==> config.mk <==
export PLATFORM = sky130hd
export DESIGN_NAME = router_pkt_fifo
export DESIGN_NICKNAME = d
export VERILOG_FILES = /design/src/rtl/router_pkt_fifo.sv
export SDC_FILE = /design/constraint.sdc
export NUM_CORES = 1
export LEC_CHECK = 0
export ABC_CLOCK_PERIOD_IN_PS = 11390
export BUFFER_PORTS_ARGS = -buffer_cell sky130_fd_sc_hd__buf_2
export CAP_MARGIN = 20
export CORE_MARGIN = 10
export CORE_UTILIZATION = 55
export DETAILED_ROUTE_END_ITERATION = 10
export HOLD_SLACK_MARGIN = 0.06
export PLACE_DENSITY = 0.71
export SLEW_MARGIN = 20
export SYNTH_ARGS = -nofsm -noshare
export SYNTH_HDL_FRONTEND = slang
export SYNTH_SLANG_ARGS = --single-unit
==> constraint.sdc <==
create_clock -name clk -period 11.39 [get_ports clk]
set_input_delay 1.139 -clock clk [delete_from_list [all_inputs] [get_ports clk]]
set_output_delay 1.139 -clock clk [all_outputs]
set_load 0.01 [all_outputs]
==> src/rtl/router_pkt_fifo.sv <==
// Packet-aware channel FIFO: stores {header marker, data}, tracks packet length on read, flags parity word and framing errors.
// Read data 1-cycle latency; writes when full are dropped; optional occupancy port under ROUTER_FIFO_LEVEL_EN.
module router_pkt_fifo #(
  parameter int DATA_W    = 8,
  parameter int DEPTH     = 16,
  parameter int LEN_W     = 6,
  parameter int AF_MARGIN = 2
) (
  input  logic              clk,
  input  logic              resetn,
  input  logic              soft_reset,
  input  logic              write_enb,
  input  logic              lfd_state,
  input  logic [DATA_W-1:0] data_in,
  input  logic              read_enb,
  output logic [DATA_W-1:0] data_out,
  output logic              rd_last,
  output logic              full,
  output logic              almost_full,
  output logic              empty,
  output logic              pkt_err
`ifdef ROUTER_FIFO_LEVEL_EN
  ,
  output logic [$clog2(DEPTH):0] level
`endif
);

  localparam int AW = $clog2(DEPTH);

  typedef logic [AW:0]    ptr_t;
  typedef logic [LEN_W:0] rem_t;

  localparam ptr_t PTR_ONE  = ptr_t'(1);
  localparam ptr_t FULL_LVL = ptr_t'(DEPTH);
  localparam ptr_t AF_LVL   = ptr_t'(DEPTH - AF_MARGIN);
  localparam rem_t REM_ONE  = rem_t'(1);

  logic [DATA_W:0]   mem [DEPTH];
  ptr_t              wr_ptr_q, wr_ptr_d;
  ptr_t              rd_ptr_q, rd_ptr_d;
  ptr_t              occ;
  rem_t              pkt_rem_q, pkt_rem_d;
  logic [DATA_W-1:0] data_out_q, data_out_d;
  logic              rd_last_q, rd_last_d;
  logic              pkt_err_q, pkt_err_d;
  logic              wr_acc, rd_acc;
  logic [DATA_W:0]   rd_word;
  logic              rd_hdr;
  logic [LEN_W-1:0]  rd_len;

  // Extra pointer MSB makes the difference range 0..DEPTH unambiguous.
  assign occ         = wr_ptr_q - rd_ptr_q;
  assign full        = (occ == FULL_LVL);
  assign empty       = (occ == '0);
  assign almost_full = (occ >= AF_LVL);

  assign wr_acc  = write_enb && !full && !soft_reset;
  assign rd_acc  = read_enb && !empty && !soft_reset;
  assign rd_word = mem[rd_ptr_q[AW-1:0]];
  assign rd_hdr  = rd_word[DATA_W];
  assign rd_len  = rd_word[DATA_W-1 -: LEN_W];

  always_ff @(posedge clk) begin
    if (wr_acc) begin
      mem[wr_ptr_q[AW-1:0]] <= {lfd_state, data_in};
    end
  end

  always_comb begin
    wr_ptr_d   = wr_ptr_q;
    rd_ptr_d   = rd_ptr_q;
    pkt_rem_d  = pkt_rem_q;
    data_out_d = data_out_q;
    rd_last_d  = rd_last_q;
    pkt_err_d  = pkt_err_q;
    if (soft_reset) begin
      wr_ptr_d   = '0;
      rd_ptr_d   = '0;
      pkt_rem_d  = '0;
      data_out_d = '0;
      rd_last_d  = 1'b0;
      pkt_err_d  = 1'b0;
    end else begin
      if (wr_acc) wr_ptr_d = wr_ptr_q + PTR_ONE;
      if (rd_acc) begin
        rd_ptr_d   = rd_ptr_q + PTR_ONE;
        data_out_d = rd_word[DATA_W-1:0];
        rd_last_d  = 1'b0;
        if (rd_hdr) begin
          // A header arriving before the previous packet finished means truncation.
          pkt_rem_d = {1'b0, rd_len} + REM_ONE;
          if (pkt_rem_q != '0) pkt_err_d = 1'b1;
        end else if (pkt_rem_q != '0) begin
          pkt_rem_d = pkt_rem_q - REM_ONE;
          rd_last_d = (pkt_rem_q == REM_ONE);
        end else begin
          pkt_err_d = 1'b1;
        end
      end else if (pkt_rem_q == '0) begin
        data_out_d = '0;
        rd_last_d  = 1'b0;
      end
    end
  end

  always_ff @(posedge clk or negedge resetn) begin
    if (!resetn) begin
      wr_ptr_q   <= '0;
      rd_ptr_q   <= '0;
      pkt_rem_q  <= '0;
      data_out_q <= '0;
      rd_last_q  <= 1'b0;
      pkt_err_q  <= 1'b0;
    end else begin
      wr_ptr_q   <= wr_ptr_d;
      rd_ptr_q   <= rd_ptr_d;
      pkt_rem_q  <= pkt_rem_d;
      data_out_q <= data_out_d;
      rd_last_q  <= rd_last_d;
      pkt_err_q  <= pkt_err_d;
    end
  end

  assign data_out = data_out_q;
  assign rd_last  = rd_last_q;
  assign pkt_err  = pkt_err_q;

`ifdef ROUTER_FIFO_LEVEL_EN
  ptr_t level_q, level_d;

  assign level_d = wr_ptr_d - rd_ptr_d;

  always_ff @(posedge clk or negedge resetn) begin
    if (!resetn) level_q <= '0;
    else         level_q <= level_d;
  end

  assign level = level_q;
`endif

endmodule

Yosys cells after proc, flatten, opt, wreduce, memory -nomap -nowiden
Memory sizes are Yosys's and may differ from the RTL's.
Index checks and enable logic that the tools add are counted.
{"block": "classes", "magnitude_cmp": 1, "n_addsub": 5, "eq_ne": 4, "mux": 23, "n_reduce_logical": 16}
{"operator": "$mux W7", "count": 4}
{"operator": "$mux W8", "count": 3}
{"operator": "$mux W5", "count": 4}
{"operator": "$mux W1", "count": 12}
{"operator": "$add A5 B1 Y5 const B", "count": 2}
{"operator": "$add A6 B1 Y7 const B", "count": 1}
{"operator": "$eq A7 B1 Y1 const B", "count": 1}
{"operator": "$logic_not A7 Y1", "count": 1}
{"operator": "$reduce_bool A7 Y1", "count": 1}
{"operator": "$sub A7 B1 Y7 const B", "count": 1}
{"operator": "$reduce_bool A3 Y1", "count": 2}
{"operator": "$eq A5 B5 Y1 const B", "count": 1}
{"operator": "$ge A5 B4 Y1 const B", "count": 1}
{"operator": "$logic_not A5 Y1", "count": 1}
{"operator": "$sub A5 B5 Y5", "count": 1}
{"operator": "$logic_and A1 B1 Y1", "count": 4}
{"operator": "$reduce_bool A2 Y1", "count": 2}
{"operator": "$logic_not A1 Y1", "count": 3}
{"operator": "$ne A3 B2 Y1 const B", "count": 1}
{"operator": "$ne A3 B3 Y1 const B", "count": 1}
{"operator": "$reduce_and A3 Y1", "count": 1}
{"operator": "$reduce_and A2 Y1", "count": 1}
{"block": "word_totals", "wordCells": 56, "input_bits": 14, "ram_bits": 144, "output_inout_bits": 13, "register_bits": 27, "mem_count": 1}
{"name": "mem", "depth": 16, "word_bits": 9, "read_ports": 1, "rd_ports_with_merged_regs": 0, "wr": 1, "line_no": "38", "text": "logic [DATA_W:0] mem [DEPTH];"}

Longest topological paths before layout
Gate-level depths: netlist of run 1.
{"block": "depth", "ltp_word": 7, "ltp_mapped": 14, "depth_no_buf": 11}

Worst setup path after synthesis of run 1
Ideal clock, no wire load.
{"block": "synth_path", "path_type": "register -> output", "from": "register rd_ptr_q[1]", "to": "output port empty", "stages_incl_launch_ff": 13, "arrival_time_ps": 2951, "path_buffers": 5, "required_ps": 10251, "path_slack_ps": 7300, "path_cell_list": "dfrtp_1 -> buf_6 -> buf_4 -> buf_6 -> clkbuf_1 -> inv_1 -> fa_1 -> xor2_1 -> or3b_1 -> nor4b_1 -> o21bai_1 -> buf_4 -> inv_1"}
{"block": "synth_between", "elab_chain_len": 2}
{"item": "start: declaration", "line_no": "40", "text": "ptr_t rd_ptr_q, rd_ptr_d;"}
{"item": "start signal: assignment", "line_no": "116", "text": "rd_ptr_q <= rd_ptr_d;"}
{"item": "$sub A5 B5 Y5", "line_no": "52", "text": "assign occ = wr_ptr_q - rd_ptr_q;"}
{"item": "$logic_not A5 Y1", "line_no": "54", "text": "assign empty = (occ == '0);"}
{"item": "end: declaration", "line_no": "20", "text": "output logic empty,"}
No other way between the ends.

Worst setup path in the final report of run 1
{"block": "layout_path", "from": "register rd_ptr_q[0]", "to": "output port empty"}
The elaborated chain is that of the path after synthesis.

==> results of run 1 <==
cell usage after synthesis, types with 8 or more instances:
| cell | number |
|---|---|
| buf_6 | 9 |
| inv_1 | 17 |
| nand3_1 | 12 |
| o21ai_0 | 8 |
| nor3_1 | 10 |
| nor2_1 | 30 |
| nand2_1 | 23 |
| a22o_1 | 8 |
| mux4_2 | 29 |
| mux4_1 | 11 |
| xnor2_1 | 13 |
| edfxtp_1 | 144 |
| dfrtp_1 | 27 |
| ha_1 | 13 |
cells by family after synthesis:
logic type,after synthesis,synth area share (%)
multiplexers,51,14.4
AND/OR/NAND/NOR,100,6.54
adder cells (fa/ha/maj),14,2.47
buffers and inverters,38,3.08
flip-flops,171,67.7
AO/OA/AOI/OAI,40,3.74
XOR/XNOR,18,2.13
final cells by class:
class	instances	area, um^2
well taps	176	220
clock buffers	17	425
multi-input cells	223	2160
repair buffers	32	175
clock inverters	15	183
fillers	949	4950
flip-flops and latches	171	5000
inverters	19	71.3
through the flow:
stage          hold slack (ns)  cells  utilization [%]  instance area, um^2  setup slack (ns)
2_1_floorplan            0.457    432                -                 7390              7.30
3_3_place_gp             0.477    621             57.8                 7630              7.19
3_5_place_dp             0.477    621             57.9                 7630              6.96
4_1_cts                  0.491    653             62.5                 8240              6.50
5_1_grt                  0.507    653             62.5                 8240              6.37
6_report                 0.490    653             62.5                 8240              6.57
worst min-delay path: stages (launching register included):
cell and delay, ns:
dfrtp_1 0.34, nand2_1 0.05, o221ai_1 0.06
registers in the layout, summed over array words and instances (netlist names):
name	cells
mem	144
rd_ptr_q	5
pkt_rem_q	7
wr_ptr_q	5
rd_last	1
pkt_err	1
data_out	8
routing by layer:
| metal | up-vias | GRT usage [%] | wire length [um] |
|---|---|---|---|
| met4 | 0 | 4.67 | 104 |
| met5 | - | 0 | 0 |
| met1 | 1992 | 24.1 | 6620 |
| met3 | 11 | 4.24 | 1060 |
| li1 | 1754 | - | - |
| met2 | 150 | 26.7 | 7280 |
placed cells by master, fill, tap and decap left out, drive strengths merged, types with 4 or more instances in the layout:
| master | instances |
|---|---|
| nand2b | 4 |
| nand2 | 23 |
| dfrtp | 27 |
| nand4 | 4 |
| nand3 | 12 |
| nor2b | 4 |
| edfxtp | 144 |
| nor3 | 10 |
| nor2 | 31 |
| clkbuf | 17 |
| a22o | 8 |
| xnor2 | 13 |
| buf | 32 |
| inv | 26 |
| a21oi | 7 |
| ha | 13 |
| xor2 | 5 |
| o21ai | 8 |
| mux2 | 4 |
| mux2i | 7 |
| mux4 | 40 |
path summary, 6_finish.rpt:
kind / startpoint / depth (start not counted) / end / slack [ns]
worst min register to register: pkt_rem_q[4]$_DFFE_PN0P_ / 2 / pkt_rem_q[4]$_DFFE_PN0P_ / 0.49
worst min-delay path: pkt_rem_q[4]$_DFFE_PN0P_ / 2 / pkt_rem_q[4]$_DFFE_PN0P_ / 0.49
max in group asynchronous: resetn / 1 / rd_ptr_q[1]$_DFFE_PN0P_ / 10.22
min in group asynchronous: resetn / 1 / pkt_rem_q[6]$_DFFE_PN0P_ / 0.73
worst max register to register: rd_ptr_q[0]$_DFFE_PN0P_ / 12 / mem[2][6]$_DFFE_PP_ / 7.13
worst max-delay path: rd_ptr_q[0]$_DFFE_PN0P_ / 10 / empty / 6.57
where the power goes:
part	switching (W)	internal, W
registers	0.0000227	0.000717
clock network	0.000257	0.000332
logic	0.000322	0.000246
total	0.000602	0.00130
==> flow_summary.ini, run 1 <==
[worst_setup_path]
crit_top_cell = inv_1
critical_path_arrival_ns = 3.68
crit_chain = buf_4, ha_1, inv_1, fa_1, xor2_1, or3b_1, nor4b_1, o21bai_1, inv_1, buf_2
max_stage_delay_ns = 0.51
cp.required_ns = 10.25
critPathLaunchType = flip-flop
crit_family = buffers and inverters
cpMaxStageDelayCell = buf_4
cp-end-kind = output port
critPathMaxFanout = 35
criticalPathCategory = reg -> out
cp.buffers_inverters = 4

[floorplan]
coreArea_um2 = 13200
die_h_um = 136
pin_count = 27
fp-row-count = 42
dieArea_um2 = 18500
initial_core_util_pct = 56.0
die_x_um = 136

[timing]
period_share_pct = 42.3
fmax_mhz = 207
period_needed_ns = 4.82
slew_headroom_pct = 26.8
fin_skew_ns = 0.00904
hold_viol = 0
setup_viol = 0
finalSetupTns_ns = 0
rsz0062_at_grt = no
finalMaxSlewViolations = 0
max_slew.worst_pin.slew_ns = 1.09

[global_routing]
grt_max_degree = 41
grt_pass1_wl_mm = 23.7
grt_use_total_pct = 17.3
gr-total-overflow = 0
antenna_found_initial = 0
grt_pass1_vias = 4070

[flow_run]
maxCapViolCount = 0

[clock_network]
cts_resized = 0
insertion_delay_ns = 0.42
root_buffer = clkbuf_16
ctsHtreeMaxLevel = 4
cts_tree = done
cts_hold_buf = 0
clk_pin_slew_worst_paths_ns = 0.07
cts_setup_buffers = 0
cts_buffers = 17
cts_buffer_depth = 2
cts.sinks = 171

[power_and_ir_drop]
p_total_w = 0.00190
powerDensity_nw_per_um2 = 230
peakVddDrop_v = 0.000158
leakagePower_nw = 2.87

[layout]
areaGrowthSynthToFinish_pct = 11.5
final_nets = 492
drive_gt1_share_pct = 21.6
antenna_cells = 0

[synthesis]
yosysSeqAreaShare_pct = 67.7
synth-seq-cells = 171
ys_warn_count = 0
synth_edf_count = 144
syn_area_um2 = 7390
synth_fp_nets = 460
synthTopCellsByArea = edfxtp_1, dfrtp_1, mux4_2
netlist_instances = 432
synth_top_area_cell = edfxtp_1
netlist-cell-type-count = 51
async_flop_share_pct = 15.8
yosysTopAreaCellShare_pct = 58.5
ys.flop_type = edfxtp_1
synth.avg_cell_area_um2 = 17.1

[detailed_routing]
wire_per_inst_um = 23.1
ant_nets = 0
via_count = 3907
drt-initial-drc-count = 438
routed_wl_mm = 15.1
dr.pass1.iters = 5
via_per_inst = 5.98
drc = 0

[place]
gp_congestion = 0.883
port_buffers = 26
place_hpwl_mm = 10.0

[hold_path]
hp-class = reg -> reg

[run_status]
status = finished clean
Power figures use the tool's default switching activity.
==> inputs of run 2 (changes only) <==
--- a/config.mk
+++ b/config.mk
@@ -5,14 +5,14 @@
 export SDC_FILE = /design/constraint.sdc
 export NUM_CORES = 1
 export LEC_CHECK = 0
-export ABC_CLOCK_PERIOD_IN_PS = 11390
+export ABC_CLOCK_PERIOD_IN_PS = 3990
 export BUFFER_PORTS_ARGS = -buffer_cell sky130_fd_sc_hd__buf_2
 export CAP_MARGIN = 20
 export CORE_MARGIN = 10
 export CORE_UTILIZATION = 55
 export DETAILED_ROUTE_END_ITERATION = 10
 export HOLD_SLACK_MARGIN = 0.06
-export PLACE_DENSITY = 0.71
+export PLACE_DENSITY = 0.74
 export SLEW_MARGIN = 20
 export SYNTH_ARGS = -nofsm -noshare
 export SYNTH_HDL_FRONTEND = slang
==> constraint.sdc (replaced) <==
create_clock -name clk -period 3.99 [get_ports clk]
set_input_delay 0.399 -clock clk [delete_from_list [all_inputs] [get_ports clk]]
set_output_delay 0.399 -clock clk [all_outputs]
set_load 0.01 [all_outputs]
==> run 2 against run 1 <==
  * Power increased to 2.9 times the previous value
  * Register-to-register slack lost 6.9 ns
  * Utilization is 0.12 points higher
  * Sequential power grew to 2.9 times the previous value
  * Global-route usage up 0.61 points
  * Non-clock buffer count rose by 2
  * Critical path depth rose by 1
  * Highest routed layer unchanged
==> flow_summary.ini, run 2 (synthesized netlist as in run 1, its figures left out) <==
[layout]
largest_reg_flops = 144
drive_gt1_share_pct = 21.5
final_nets = 494
final_cell_area_um2 = 8260
final_cell_mix = edfxtp_1, nor2_1, mux4_2
final_common_cell = edfxtp_1
antenna_cells = 0
areaGrowthSynthToFinish_pct = 11.8

[worst_setup_path]
r2r_cells = 11
critPathLaunch = wr_ptr_q[0]$_DFFE_PN0P_
rrSetupSlack_ns = 0.24
cp.required_ns = 4.04
crit_top_cell = inv_1
r2r-start = wr_ptr_q[0]$_DFFE_PN0P_
criticalPathCategory = reg -> reg
cp.depth = 11
cpMaxStageDelayCell = nor2_1
crit_chain = inv_1, ha_1, inv_1, fa_1, xor2_1, or3b_1, a211oi_1, o21a_1, nor3_1, nand2_1, nor2_1
timing.critical_path.to = mem[4][6]$_DFFE_PP_
cp.buffers_inverters = 2
cp-end-kind = flip-flop
critical_path_arrival_ns = 3.80
max_stage_delay_ns = 0.86
r2r_end = mem[4][6]$_DFFE_PP_
critPathLaunchType = flip-flop
critPathMaxFanout = 9
crit_family = simple AND/OR/NAND/NOR gates

[detailed_routing]
routed_wl_mm = 15.4
ant_nets = 0
dr.pass1.iters = 5
via_count = 3994
via_per_inst = 6.10
wire_per_inst_um = 23.5
drt-initial-drc-count = 274
drc = 0

[clock_network]
insertion_delay_ns = 0.43
ctsHtreeMaxLevel = 4
cts.sinks = 171
cts_tree = done
root_buffer = clkbuf_16
cts_buffer_depth = 2
cts_setup_buffers = 0
cts_resized = 0
clk_pin_slew_worst_paths_ns = 0.07
cts_buffers = 17

[global_routing]
grt_pass1_vias = 4187
grt_max_degree = 40
antenna_found_initial = 0
grt_pass1_wl_mm = 24.3
grt_use_total_pct = 17.9
gr-total-overflow = 0

[place]
gp_congestion = 0.841
port_buffers = 26
dpl_cell_area_um2 = 7640
place_hpwl_mm = 10.2

[power_and_ir_drop]
leakagePower_nw = 2.88
p_total_w = 0.00545
peakVddDrop_v = 0.000419
powerDensity_nw_per_um2 = 660

[timing]
fmax_mhz = 267
fin_skew_ns = 0.00885
rsz0062_at_grt = no
slew_headroom_pct = 27.6
finalSetupTns_ns = 0
finalMaxSlewViolations = 0
period_needed_ns = 3.75
hold_viol = 0
setup_viol = 0
max_slew.worst_pin.slew_ns = 1.08
period_share_pct = 94.0

[floorplan]
die_x_um = 136
pin_count = 27
dieArea_um2 = 18500
initial_core_util_pct = 56.0
fp-row-count = 42
die_h_um = 136
coreArea_um2 = 13200

[flow_run]
maxCapViolCount = 0

[hold_path]
hp-class = in -> reg

[run_status]
status = finished clean
[run 2: stage by stage]
step	cells	hold WS (ns)	util (%)	setup slack [ns]
3_5_place_dp	622	0.459	57.9	0.308
2_1_floorplan	432	0.103	-	0.0917
6_report	655	0.352	62.6	0.241
4_1_cts	655	0.341	62.6	0.245
5_1_grt	655	0.348	62.6	0.0110
3_3_place_gp	622	0.451	57.9	0.520
[run 2: area by class of cell]
| cell class | instances | area (um^2) |
|---|---|---|
| well taps | 176 | 220 |
| flip-flops and latches | 171 | 5000 |
| repair buffers | 34 | 193 |
| fillers | 941 | 4930 |
| clock buffers | 17 | 425 |
| inverters | 19 | 71.3 |
| clock inverters | 15 | 184 |
| multi-input cells | 223 | 2160 |
[run 2: what timing repair did]
action                     4_1_cts  5_1_grt
hold endpoints to repair        27        0
hold buffers                     1        0
setup endpoints to repair        0        0
[run 2: report_power, final]
| part | switching (W) | internal [W] | total (W) |
|---|---|---|---|
| registers | 0.0000659 | 0.00205 | 0.00211 |
| logic | 0.000941 | 0.000701 | 0.00164 |
| clock network | 0.000702 | 0.000994 | 0.00170 |
| total | 0.00171 | 0.00374 | 0.00545 |
[run 2: per-layer routing]
metal / vias up / GRT usage [%] / routed length, um
met5: - / 0 / 0
met3: 29 / 4.83 / 1140
met1: 2038 / 20.9 / 5760
li1: 1763 / - / -
met4: 0 / 8.11 / 377
met2: 164 / 30.3 / 8100
[run 2: how the worst min path moves through the flow]
stage,from,to,slack (ns),cells after the start
4_1_cts,data_in[1],mem[7][1]$_DFFE_PP_,0.34,1
6_report,data_in[1],mem[8][1]$_DFFE_PP_,0.35,1
3_3_place_gp,resetn,rd_ptr_q[4]$_DFFE_PN0P_,0.45,1
2_1_floorplan,resetn,data_out[0]$_DFFE_PN0P_,0.10,0
5_1_grt,data_in[1],mem[4][1]$_DFFE_PP_,0.35,1
3_5_place_dp,resetn,pkt_err$_DFFE_PN0P_,0.46,1
